===== config.mk =====
export PLATFORM = sky130hd
export DESIGN_NAME = edge_detect_mc
export DESIGN_NICKNAME = d
export VERILOG_FILES = /design/src/rtl/edge_pkg.sv /design/src/rtl/edge_filter_ch.sv /design/src/rtl/edge_detect_mc.sv
export SDC_FILE = /design/constraint.sdc
export NUM_CORES = 1
export LEC_CHECK = 0
export ABC_AREA = 1
export CAP_MARGIN = 10
export CORE_UTILIZATION = 37
export CTS_BUF_LIST = sky130_fd_sc_hd__clkbuf_4 sky130_fd_sc_hd__clkbuf_8
export DETAILED_ROUTE_END_ITERATION = 8
export GPL_ROUTABILITY_DRIVEN = 0
export GPL_TIMING_DRIVEN = 0
export HOLD_SLACK_MARGIN = 0.1
export SETUP_SLACK_MARGIN = 0.4
export SLEW_MARGIN = 30
export SYNTH_ARGS = -nofsm -noshare
export SYNTH_HDL_FRONTEND = slang
export SYNTH_SLANG_ARGS = --single-unit

===== constraint.sdc =====
create_clock -name clk -period 1.72 [get_ports clk]
set_clock_uncertainty 0.15 [all_clocks]
set_input_delay 0.344 -clock clk [delete_from_list [all_inputs] [get_ports clk]]
set_output_delay 0.344 -clock clk [all_outputs]
set_load 0.02 [all_outputs]

===== src/rtl/edge_pkg.sv =====
// Shared types for the multi-channel edge detector.
//
// Contents:
//   edge_mode_t  - run-time edge qualification mode, common to all channels
//   edge_qualify - combines rise/fall candidates with the mode bits
package edge_pkg;

    // Bit 0 enables rising edges, bit 1 enables falling edges.
    typedef enum logic [1:0] {
        EDGE_NONE = 2'b00,
        EDGE_RISE = 2'b01,
        EDGE_FALL = 2'b10,
        EDGE_BOTH = 2'b11
    } edge_mode_t;

    function automatic logic edge_qualify(input logic rise,
                                          input logic fall,
                                          input edge_mode_t mode);
        logic [1:0] m;
        m = mode;
        return (rise & m[0]) | (fall & m[1]);
    endfunction

endpackage


===== src/rtl/edge_filter_ch.sv =====
// One channel of the edge detector: synchroniser chain, glitch filter,
// edge detection, sticky flag and saturating edge counter.
//
// Ports:
//   clk, n_rst    - clock, synchronous active-low reset
//   d_in          - asynchronous line input
//   edge_mode     - which edges are qualified (shared by all channels)
//   clear         - synchronous clear of sticky flag and counter
//   d_level       - filtered, synchronised line level
//   d_edge        - one-cycle pulse per qualified edge
//   edge_sticky   - set on a qualified edge, held until clear
//   edge_cnt      - saturating count of qualified edges
import edge_pkg::*;

module edge_filter_ch #(
    parameter int   SYNC_STAGES = 2,
    parameter int   FILTER_LEN  = 3,
    parameter logic IDLE_VAL    = 1'b1,
    parameter int   CNT_W       = 8
) (
    input  logic             clk,
    input  logic             n_rst,
    input  logic             d_in,
    input  edge_mode_t       edge_mode,
    input  logic             clear,
    output logic             d_level,
    output logic             d_edge,
    output logic             edge_sticky,
    output logic [CNT_W-1:0] edge_cnt
);

    localparam int FCNT_W = $clog2(FILTER_LEN + 1);
    localparam logic [FCNT_W-1:0] FCNT_LAST = FCNT_W'(FILTER_LEN - 1);

    logic [SYNC_STAGES-1:0] sync_q, sync_d;
    logic                   filt_q, filt_d;
    logic                   filt_dly_q, filt_dly_d;
    logic [FCNT_W-1:0]      fcnt_q, fcnt_d;
    logic                   sticky_q, sticky_d;
    logic [CNT_W-1:0]       cnt_q, cnt_d;

    logic             s;
    logic             rise;
    logic             fall;
    logic             qual;
    logic [CNT_W-1:0] cnt_base;

    assign s = sync_q[SYNC_STAGES-1];

    // Edge detection works purely on flops, so d_edge is glitch-free and
    // lasts exactly one cycle (filt_dly catches up on the next clock).
    assign rise = filt_q & ~filt_dly_q;
    assign fall = ~filt_q & filt_dly_q;
    assign qual = edge_qualify(rise, fall, edge_mode);

    always_comb begin
        sync_d     = {sync_q[SYNC_STAGES-2:0], d_in};
        filt_d     = filt_q;
        fcnt_d     = fcnt_q;
        filt_dly_d = filt_q;
        sticky_d   = sticky_q;
        cnt_d      = cnt_q;
        cnt_base   = cnt_q;

        // Glitch filter: a new level is accepted only after FILTER_LEN
        // consecutive differing samples; any matching sample restarts it.
        if (s == filt_q) begin
            fcnt_d = '0;
        end else if (fcnt_q == FCNT_LAST) begin
            filt_d = s;
            fcnt_d = '0;
        end else begin
            fcnt_d = fcnt_q + 1'b1;
        end

        // Clear takes effect before a coincident edge is counted, so an
        // edge arriving with clear is never lost.
        if (clear) begin
            sticky_d = 1'b0;
            cnt_base = '0;
        end
        cnt_d = cnt_base;
        if (qual) begin
            sticky_d = 1'b1;
            if (cnt_base != {CNT_W{1'b1}}) begin
                cnt_d = cnt_base + 1'b1;
            end
        end
    end

    always_ff @(posedge clk) begin
        if (!n_rst) begin
            sync_q     <= {SYNC_STAGES{IDLE_VAL}};
            filt_q     <= IDLE_VAL;
            filt_dly_q <= IDLE_VAL;
            fcnt_q     <= '0;
            sticky_q   <= 1'b0;
            cnt_q      <= '0;
        end else begin
            sync_q     <= sync_d;
            filt_q     <= filt_d;
            filt_dly_q <= filt_dly_d;
            fcnt_q     <= fcnt_d;
            sticky_q   <= sticky_d;
            cnt_q      <= cnt_d;
        end
    end

    assign d_level     = filt_q;
    assign d_edge      = qual;
    assign edge_sticky = sticky_q;
    assign edge_cnt    = cnt_q;

endmodule


===== src/rtl/edge_detect_mc.sv =====
// Multi-channel edge detector for the USB receive path and general line
// monitoring. Each channel is an independent edge_filter_ch instance.
//
// Ports:
//   clk, n_rst    - clock, synchronous active-low reset
//   d_in          - NUM_CH asynchronous line inputs
//   edge_mode     - NONE/RISE/FALL/BOTH, applied to all channels
//   clear         - synchronous clear of edge_sticky and edge_cnt
//   d_level       - filtered, synchronised line levels
//   d_edge        - one-cycle pulse per qualified edge
//   edge_sticky   - per-channel sticky edge flags
//   edge_cnt      - packed saturating counters, ch i at [i*CNT_W +: CNT_W]
import edge_pkg::*;

module edge_detect_mc #(
    parameter int   NUM_CH      = 4,
    parameter int   SYNC_STAGES = 2,
    parameter int   FILTER_LEN  = 3,
    parameter logic IDLE_VAL    = 1'b1,
    parameter int   CNT_W       = 8
) (
    input  logic                    clk,
    input  logic                    n_rst,
    input  logic [NUM_CH-1:0]       d_in,
    input  edge_mode_t              edge_mode,
    input  logic                    clear,
    output logic [NUM_CH-1:0]       d_level,
    output logic [NUM_CH-1:0]       d_edge,
    output logic [NUM_CH-1:0]       edge_sticky,
    output logic [NUM_CH*CNT_W-1:0] edge_cnt
);

    for (genvar i = 0; i < NUM_CH; i++) begin : g_ch
        logic [CNT_W-1:0] ch_cnt;

        edge_filter_ch #(
            .SYNC_STAGES (SYNC_STAGES),
            .FILTER_LEN  (FILTER_LEN),
            .IDLE_VAL    (IDLE_VAL),
            .CNT_W       (CNT_W)
        ) u_ch (
            .clk         (clk),
            .n_rst       (n_rst),
            .d_in        (d_in[i]),
            .edge_mode   (edge_mode),
            .clear       (clear),
            .d_level     (d_level[i]),
            .d_edge      (d_edge[i]),
            .edge_sticky (edge_sticky[i]),
            .edge_cnt    (ch_cnt)
        );

        assign edge_cnt[i*CNT_W +: CNT_W] = ch_cnt;
    end

endmodule


==> results.sh, run 1 <==
export IMPL_first_pass_iters=5
export IMPL_timing_critical_path_cells="inv_4, nand3_2, nand2_2, buf_6, buf_6"
export IMPL_fraction_of_the_mapped_netlist_area_in_compound_gates=0.1065
export IMPL_clock_sink_count=60
export IMPL_num_nets_final=502
export IMPL_setup_slack_ns=0.06960
export IMPL_port_buffers=52
export IMPL_die_h_microns=88.37
export IMPL_cts_buffer_depth=2
export IMPL_finalMaxSlewViolations=0
export IMPL_clock_tree_from_tritoncts="done"
export IMPL_synth_mux_area_frac=0
export IMPL_yosysWarningCount=0
export IMPL_routed_wirelength_microns=7431
export IMPL_syn2layout_area_growth_pct=64.64
export IMPL_critical_path_buf_inv_count=3
export IMPL_ys_async_sr_fraction=0
export IMPL_timing_critical_path_max_delay_family="flip-flops"
export IMPL_dr_total_vias=2782
export IMPL_synth_area_leaders="sky130_fd_sc_hd__dfxtp_1 44%, sky130_fd_sc_hd__nand2_1 11%, sky130_fd_sc_hd__inv_1 7.1%"
export IMPL_timing_critical_path_mode_cell="sky130_fd_sc_hd__buf_6"
export IMPL_clock_power_share=0.455
export IMPL_mappedNetlistNets=399
export IMPL_synthTopCellsByCount="82 x sky130_fd_sc_hd__nand2_1, 60 x sky130_fd_sc_hd__dfxtp_1, 52 x sky130_fd_sc_hd__inv_1"
export IMPL_fmax_mhz=605.9
export IMPL_power_frac_seq=0.490
export IMPL_grt_max_degree=13
export IMPL_ir_drop_worst_case_vdd_v=0.0005145
export IMPL_place_worst_setup_slack_ns=-0.7934
export IMPL_power_static_leakage_nw=2.003
export IMPL_yosysMostFrequentCell="sky130_fd_sc_hd__nand2_1"
export IMPL_post_synth_fa_ha_maj_area_fraction=0.01813
export IMPL_hold_ws_ns=0.2610
export IMPL_synthSimpleGateAreaFrac=0.3137
export IMPL_synthDominantCellAreaShare=0.4352
export IMPL_syn_instance_count=386
export IMPL_die_width_microns=88.37
export IMPL_ys_ff_latch=60
export IMPL_synth_edf_count=0
export IMPL_synth_seq_area_share=0.4352
export IMPL_final_cell_count_no_fill=593
export IMPL_setup_repair_after_global_routing_missed_its_margin="true"
export IMPL_drt_vias_per_instance=4.691
export IMPL_total_i_o_pin_count=53
export IMPL_clock_tree_htree_level_count=3
export IMPL_drv_cap=0
export IMPL_top_flip_flop_cell_by_instance_count_after_synthesis="sky130_fd_sc_hd__dfxtp_1"
export IMPL_antenna_violations_before_repair=0
export IMPL_share_comb_of_total_power=0.055
export IMPL_timing_critical_path_from="g_ch[1].u_ch.d_level"
export IMPL_switching_power_w=0.0007072
export IMPL_fin_total_pwr_w=0.002834
export IMPL_grt_pass1_vias=2571
export IMPL_cp_data_arrival_time_ns=1.16
export IMPL_antenna_cells_inserted=0
export IMPL_clkTransAtPathRegs_ns=0.07
export IMPL_drive_above_1_share=0.5364
export IMPL_design_internal_power_w=0.002127
export IMPL_finalSetupViolations=0
export IMPL_powerDensity_nw_per_um2=623.7
export IMPL_count_of_cell_types_in_the_netlist=29
export IMPL_class_of_the_tightest_hold_or_removal_check="reg -> reg"
export IMPL_globalRouteTotalUtil=0.1963
export IMPL_initial_utilization=0.3826
export IMPL_timing_worst_slew_pin_value_ns=0.3825
export IMPL_max_slew_margin=0.7430
export IMPL_path_class="reg -> out"
export IMPL_wire_length_of_the_first_global_routing_pass_microns=11680
export IMPL_hold_buffers=0
export IMPL_synth_largest_area_cell="sky130_fd_sc_hd__dfxtp_1"
export IMPL_drt_iter0_markers=87
export IMPL_ant_nets=0
export IMPL_worstPathRequired_ns=1.23
export IMPL_fill_cells=645
export IMPL_tritoncts_num_buffers=9
export IMPL_grt_ovfl_total=0
export IMPL_largest_family_of_logic_cells_by_synthesized_area="simple AND/OR/NAND/NOR gates"
export IMPL_core_area_sq_um=7214
export IMPL_worstSkewPairLatency_ns=0.34
export IMPL_drt_wirelength_per_cell_microns=12.53
export IMPL_final_setup_tns_ns=0
export IMPL_syn_area_per_cell_sq_um=7.151
export IMPL_period_share=0.9595
export IMPL_p_sw_frac=0.2495
export IMPL_timing_rr_start="g_ch[1].u_ch.d_level"
export IMPL_timing_hold_violations_final=0
export IMPL_clk_root_buffer_cell="sky130_fd_sc_hd__clkbuf_8"
export IMPL_startpoint_type="flop"
export IMPL_worst_path_max_fanout=5
export IMPL_setup_worst_path_end_class="output port"
export IMPL_cp_slowest_cell="sky130_fd_sc_hd__dfxtp_4"
export IMPL_synth_cell_area_sq_um=2760
export IMPL_placementRows=31
export IMPL_run_status="complete, no violations"
export IMPL_cpPeakStageDelay_ns=0.37
export IMPL_placedCellCount=537
export IMPL_place_hpwl_microns=4661
export IMPL_die_area_sq_um=7809
export IMPL_min_from="g_ch[0].u_ch.fcnt_q[0]"
export IMPL_period_minus_slack_ns=1.650
export IMPL_synth_xor_area_frac=0
export IMPL_post_route_drc_count=0
==> kinds of logic after synthesis <==
| family | after synthesis |
|---|---|
| fa+ha+maj | 4 |
| compound gates | 55 |
| buf+inv | 78 |
| flops | 60 |
| simple gates | 189 |
==> worst register-to-register path, stage by stage (launching register included) <==
cell and delay [ns]:
sky130_fd_sc_hd__dfxtp_4 0.39, sky130_fd_sc_hd__inv_4 0.05, sky130_fd_sc_hd__nand3_2 0.07, sky130_fd_sc_hd__nand2_2 0.08
sky130_fd_sc_hd__buf_6 0.12, sky130_fd_sc_hd__buf_6 0.10, sky130_fd_sc_hd__buf_6 0.11, sky130_fd_sc_hd__buf_8 0.13
sky130_fd_sc_hd__nand2_4 0.08, sky130_fd_sc_hd__inv_4 0.05, sky130_fd_sc_hd__nand2_4 0.06, sky130_fd_sc_hd__nand2_1 0.05
sky130_fd_sc_hd__nand2_1 0.06, sky130_fd_sc_hd__nor2_1 0.04
==> power by group through the flow <==
stage | registers (W) | logic, W | clock network, W
global route | 0.00139 | 0.000169 | 0.00137
detailed placement | 0.00143 | 0.000124 | 0
global placement | 0.00143 | 0.000123 | 0
CTS | 0.00140 | 0.000140 | 0.00131
floorplan | 0.00143 | 0.0000687 | 0
finish | 0.00139 | 0.000156 | 0.00129
==> state kept, by name, summed over array words and instances, names as in the netlist <==
register	flops
g_ch.u_ch.edge_sticky	4
g_ch.u_ch.d_level	4
g_ch.u_ch.edge_cnt	32
g_ch.u_ch.fcnt_q	8
g_ch.u_ch.filt_dly_q	4
g_ch.u_ch.sync_q	8
==> through the flow <==
| step | instance area (sq um) | utilization |
|---|---|---|
| finish | 4544 | 0.6299 |
| CTS | 4190 | 0.5808 |
| global route | 4544 | 0.6299 |
| detailed placement | 3513 | 0.4870 |
| global placement | 3513 | 0.4870 |
| floorplan | 2869 | - |
==> final timing paths <==
kind | endpoint | slack, ns | cells after the start
hold reg to reg | g_ch[0].u_ch.fcnt_q[0] | 0.26 | 1
setup reg to reg | g_ch[1].u_ch.edge_cnt[6] | 0.10 | 13
hold / removal | g_ch[0].u_ch.fcnt_q[0] | 0.26 | 1
setup / recovery | d_edge[1] | 0.07 | 5
==> layout make-up <==
| type | count | area (sq um) | share of cell area |
|---|---|---|---|
| inverters | 57 | 244.0 | 0.05369 |
| repair buffers | 92 | 920.9 | 0.2026 |
| clock buffers | 9 | 123.9 | 0.02726 |
| clock inverters | 7 | 76.32 | 0.01680 |
| well taps | 99 | 123.9 | 0.02726 |
| multi-input cells | 248 | 1538 | 0.3384 |
| plain buffers | 21 | 231.5 | 0.05094 |
| flip-flops and latches | 60 | 1286 | 0.2830 |
==> routing by layer <==
layer  share of wire  track usage  routed length (microns)
met1            0.45       0.2342                     3339
met2            0.50       0.3406                     3732
met3           0.034      0.04198                      255
met4           0.014      0.08358                      104
met5               0            0                        0
==> placed cells by master, fill, tap and decap left out, types with 6 or more instances in the layout <==
cell type,n
sky130_fd_sc_hd__nand3_2,16
sky130_fd_sc_hd__a21oi_2,8
sky130_fd_sc_hd__inv_1,41
sky130_fd_sc_hd__nor2_4,11
sky130_fd_sc_hd__dfxtp_1,16
sky130_fd_sc_hd__nor2_1,38
sky130_fd_sc_hd__inv_2,9
sky130_fd_sc_hd__clkbuf_8,11
sky130_fd_sc_hd__a21oi_1,21
sky130_fd_sc_hd__dfxtp_4,12
sky130_fd_sc_hd__buf_4,33
sky130_fd_sc_hd__nand2_2,17
sky130_fd_sc_hd__nand3_1,11
sky130_fd_sc_hd__o21ai_0,6
sky130_fd_sc_hd__nand2_1,63
sky130_fd_sc_hd__or2_2,8
sky130_fd_sc_hd__buf_6,65
sky130_fd_sc_hd__dfxtp_2,32
sky130_fd_sc_hd__o21ai_1,7
==> timing repair <==
item	4_1_cts	5_1_grt
pin swaps	20	25
gates resized for setup	379	67
setup buffers	21	19
endpoints found under the setup margin	96	78
Power figures use the tool's default switching activity.
==> inputs of run 2 (changes only) <==
- TNS_END_PERCENT: unset -> 10
==> run 2 against run 1 <==
First-iteration DRC count grew 38%. Sequential power about the same. Final cell count decreased by 3.4%. Die area did not move. Flip-flop and latch count did not move. Wire length is 10% lower. Utilization down 9.3 points. Critical path depth grew 4. Critical endpoint is now g_ch[3].u_ch.d_level. Largest cell class unchanged. Largest power group unchanged.
==> results.sh, run 2 (same netlist as run 1, synthesis figures left out) <==
export IMPL_die_area_sq_um=7809
export IMPL_max_slew_margin=0.8185
export IMPL_layout_commonest_cell="sky130_fd_sc_hd__nand2_1"
export IMPL_period_minus_slack_ns=1.607
export IMPL_antenna_violations_before_repair=0
export IMPL_wire_length_of_the_first_global_routing_pass_microns=10920
export IMPL_finalMaxSlewViolations=0
export IMPL_setup_worst_path_end_class="flop"
export IMPL_routed_wirelength_microns=6681
export IMPL_antenna_cells_inserted=0
export IMPL_ant_nets=0
export IMPL_most_common_layout_cells="74 x sky130_fd_sc_hd__nand2_1, 47 x sky130_fd_sc_hd__inv_1, 43 x sky130_fd_sc_hd__dfxtp_1"
export IMPL_clock_tree_htree_level_count=3
export IMPL_cp_data_arrival_time_ns=1.71
export IMPL_max_reg_flops=32
export IMPL_fmax_mhz=622.4
export IMPL_grt_max_degree=11
export IMPL_setup_slack_ns=0.1134
export IMPL_hold_buffers=0
export IMPL_place_worst_setup_slack_ns=-0.8521
export IMPL_total_i_o_pin_count=53
export IMPL_drt_vias_per_instance=4.693
export IMPL_power_static_leakage_nw=1.795
export IMPL_setup_repair_after_global_routing_missed_its_margin="true"
export IMPL_die_width_microns=88.37
export IMPL_reg_to_reg_slack_setup_ns=0.11
export IMPL_drv_cap=0
export IMPL_core_area_sq_um=7214
export IMPL_startpoint_type="flop"
export IMPL_drt_wirelength_per_cell_microns=11.66
export IMPL_ir_drop_worst_case_vdd_v=0.0004411
export IMPL_placedCellCount=537
export IMPL_final_cell_count_no_fill=573
export IMPL_post_route_drc_count=0
export IMPL_timing_hold_violations_final=0
export IMPL_fill_cells=697
export IMPL_period_share=0.9341
export IMPL_tritoncts_num_buffers=9
export IMPL_final_setup_tns_ns=0
export IMPL_place_hpwl_microns=4625
export IMPL_first_pass_iters=4
export IMPL_globalRouteTotalUtil=0.1861
export IMPL_run_status="complete, no violations"
export IMPL_die_h_microns=88.37
export IMPL_grt_pass1_vias=2422
export IMPL_port_buffers=52
export IMPL_final_std_cell_area_no_fill_sq_um=3876
export IMPL_path_class="reg -> reg"
export IMPL_powerDensity_nw_per_um2=692.3
export IMPL_initial_utilization=0.3826
export IMPL_clkTransAtPathRegs_ns=0.06
export IMPL_clock_tree_from_tritoncts="done"
export IMPL_num_nets_final=482
export IMPL_drive_above_1_share=0.2869
export IMPL_clock_sink_count=60
export IMPL_grt_ovfl_total=0
export IMPL_worstSkewPairLatency_ns=0.34
export IMPL_post_dp_cell_area_sq_um=3481
export IMPL_finalSetupViolations=0
export IMPL_timing_worst_slew_pin_value_ns=0.2723
export IMPL_worstPathRequired_ns=1.83
export IMPL_worst_path_max_fanout=4
export IMPL_syn2layout_area_growth_pct=40.44
export IMPL_clk_root_buffer_cell="sky130_fd_sc_hd__clkbuf_8"
export IMPL_class_of_the_tightest_hold_or_removal_check="reg -> reg"
export IMPL_placementRows=31
export IMPL_drt_iter0_markers=120
export IMPL_dr_total_vias=2689
export IMPL_cts_buffer_depth=2
run 2: cell count changes in the layout (fill, tap and decap cells not counted), sizes merged, moves of 2 or more:
cell           change
buf               -56
inv                -2
clkdlybuf4s15      +2
clkbuf             +5
dlygate4sd2       +34
clkinvlp           -2
run 2: stage by stage:
step | utilization | hold slack [ns] | power, W
2_1_floorplan | - | 0.2425 | 0.001504
3_3_place_gp | 0.4825 | 0.2439 | 0.001559
3_5_place_dp | 0.4825 | 0.2514 | 0.001561
4_1_cts | 0.5309 | 0.2624 | 0.002720
5_1_grt | 0.5373 | 0.2729 | 0.002809
6_report | 0.5373 | 0.2595 | 0.002683
run 2: final cells by class:
class                   instances  area, sq um  share of cell area
multi-input cells             248         1300              0.3354
flip-flops and latches         60         1235              0.3186
repair buffers                 72        620.6              0.1601
inverters                      57        226.5             0.05842
plain buffers                  21        192.7             0.04971
clock buffers                  14        167.7             0.04325
well taps                      99        123.9             0.03196
clock inverters                 2        10.01            0.002582
run 2: where the power goes:
part	total (W)	switching (W)	internal (W)	leakage (nW)
clock network	0.00115	0.000527	0.000622	0.0981
registers	0.00140	0.00000591	0.00139	0.488
logic	0.000134	0.0000781	0.0000555	1.21
run 2: metal layers:
layer	vias up	GRT usage	wire, microns
met5	-	0	0
met3	8	0.05784	358
met4	0	0.07331	87
met1	1236	0.2132	2909
li1	1381	-	-
met2	64	0.3231	3326
run 2: final timing paths:
kind	start	cells after the start	endpoint
worst min register to register	g_ch[3].u_ch.fcnt_q[0]	1	g_ch[3].u_ch.fcnt_q[0]
worst max register to register	g_ch[3].u_ch.d_level	9	g_ch[3].u_ch.d_level
worst min-delay path	g_ch[3].u_ch.fcnt_q[0]	1	g_ch[3].u_ch.fcnt_q[0]
worst max-delay path	g_ch[3].u_ch.d_level	9	g_ch[3].u_ch.d_level
run 2: critical path, cell delays in order, from the launching register on:
cell	delay, ns
sky130_fd_sc_hd__dfxtp_4	0.36
sky130_fd_sc_hd__inv_2	0.04
sky130_fd_sc_hd__buf_4	0.12
sky130_fd_sc_hd__buf_4	0.12
sky130_fd_sc_hd__buf_4	0.12
sky130_fd_sc_hd__buf_4	0.12
sky130_fd_sc_hd__buf_4	0.12
sky130_fd_sc_hd__buf_4	0.12
sky130_fd_sc_hd__buf_4	0.12
sky130_fd_sc_hd__o21ai_0	0.14
run 2: timing repair:
action	CTS	global route
resized for setup	118	24
pin swaps	5	2
setup endpoints to repair	96	82
buffers inserted	18	2
==> RTL change (flow settings as in run 2) <==
`FILTER_LEN` is set to 3 in 2 places; all go to 2.
--- a/src/rtl/edge_filter_ch.sv
+++ b/src/rtl/edge_filter_ch.sv
@@ -14,7 +14,7 @@
 
 module edge_filter_ch #(
     parameter int   SYNC_STAGES = 2,
-    parameter int   FILTER_LEN  = 3,
+    parameter int   FILTER_LEN  = 2,
     parameter logic IDLE_VAL    = 1'b1,
     parameter int   CNT_W       = 8
 ) (
--- a/src/rtl/edge_detect_mc.sv
+++ b/src/rtl/edge_detect_mc.sv
@@ -15,7 +15,7 @@
 module edge_detect_mc #(
     parameter int   NUM_CH      = 4,
     parameter int   SYNC_STAGES = 2,
-    parameter int   FILTER_LEN  = 3,
+    parameter int   FILTER_LEN  = 2,
     parameter logic IDLE_VAL    = 1'b1,
     parameter int   CNT_W       = 8
 ) (
Formal check against the unedited RTL: not equivalent (Yosys sat finds a counterexample within 10 cycles, from zero or initial values and one cycle with n_rst low).
==> RTL change against run 2 <==
Area after synthesis grew 2.4%. Synthesized cell count grew 5.2%. Design area grew 16%. Worst setup slack lost 0.077 ns. Critical path depth shrank 4. Critical path type is now reg -> out. Via count grew 4.9%. Sequential cell count is the same. Count of clock-buffer cells in the layout shrank 2. Routed wire length grew 14%. Global-route usage grew 0.58 points.
Power is not compared: it rests on default switching activity, and its combinational part moved more than twofold at a synthesized area within 25%.
==> RTL change: results (changes against run 2) <==
** Global routing
- The global-route wire length before repair is 11,300 µm (+3.8%).
- Total Routing Usage GR :: 0.192 (+0.00576)
- The met1 track demand over resource in global routing came to 0.234 (+0.0209).
- The via count of the first global-routing pass came to 2,484 (+2.6%).

** Worst hold path
- Worst Hold Class :: in -> reg
- Destination of the worst hold path :: g_ch[3].u_ch.edge_cnt[6]$_SDFF_PN0_
- The instance count along the most critical hold path was 3 (+2).

** Route
- The routed length on met3 was 329 µm (-8.1%).
- Avg WL per Cell :: 12.7 µm (+9.3%)

** Layout
- Fraction of area in non-clock buffers :: 0.235 (+0.0251)
- The non-clock buffer count in the final layout is 100 (+7.5%).
- Layout cell share with drive strength beyond 1 :: 0.494 (+0.207)
- The number of clock buffer instances in the layout was 12 (-2).
- The non-clock inverter total of the final layout came to 60 (+5.3%).
- Multi-input combinational area share :: 0.347 (+0.0115)
- Final Net Count :: 508 (+5.4%)
- Total area of sequential cells :: 1280 µm² (+3.3%)

** Placed design
- Port Buffer Count :: 51 (-1.9%)
- Placed cell areas :: 3550 µm² (+1.9%)
- Cell total after placement :: 556 (+3.5%)
- The placement-stage worst setup slack came to -0.764 ns (+0.0882 ns).

** Clock tree
- Cts repair resizes :: 115 (-2.5%)

** Synth
- The post-synth net total came to 419 (+5.0%).
- Number of instances in the synthesized netlist :: 406 (+5.2%)
- After synthesis, the most frequently instantiated cells are 92 x sky130_fd_sc_hd__nand2_1, 61 x sky130_fd_sc_hd__nor2_1, 60 x sky130_fd_sc_hd__dfxtp_1.
- Ranked by total cell area, the synthesized netlist is headed by sky130_fd_sc_hd__dfxtp_1 43%, sky130_fd_sc_hd__nand2_1 12%, sky130_fd_sc_hd__nor2_1 8.1%.
- The distinct cell type count of the synthesized netlist was 27 (-6.9%).

** STA
- The slew of the pin with the lowest slew margin was 0.641 ns (+0.369 ns).
- Time the final worst path needs with I/O delays and setup :: 1.68 ns (+0.0768 ns)

** Worst setup path
- The largest driver fanout on the critical path came to 2 (-2).
- The setup slack of the worst register-to-register path came to 0.15 ns (+0.04 ns).
- The most critical setup path has its startpoint at g_ch[1].u_ch.filt_dly_q$_SDFF_PN1_.
- Depth of the most critical reg-to-reg path :: 10 (+1)
- Worst r2r dst :: g_ch[3].u_ch.edge_cnt[5]$_SDFF_PN0_
- Setup crit end :: d_edge[1]

** Outcome
- The run finished with clean final reports.
-- RTL change: cell types whose count changed after synthesis, moves of 4 or more --
cell,run 2,this run
sky130_fd_sc_hd__nor2_2,3,7
sky130_fd_sc_hd__nand3_1,26,16
sky130_fd_sc_hd__inv_1,52,58
sky130_fd_sc_hd__nor2_1,46,61
sky130_fd_sc_hd__nand2_1,82,92
-- RTL change: worst max-delay path, cell delays in order, from the launching register on --
cell                      delay [ns]
sky130_fd_sc_hd__dfxtp_1        0.38
sky130_fd_sc_hd__nor2_2         0.06
sky130_fd_sc_hd__nand2_1        0.10
sky130_fd_sc_hd__nand2_4        0.06
sky130_fd_sc_hd__buf_4          0.13
sky130_fd_sc_hd__buf_6          0.12
-- RTL change: power groups by stage --
stage	logic, µW	registers (µW)	clock network (µW)
after global placement	236	1470	0
after CTS	298	1440	1530
after detailed placement	239	1470	0
final	356	1440	1500
after global routing	381	1440	1600
after floorplan	145	1470	0
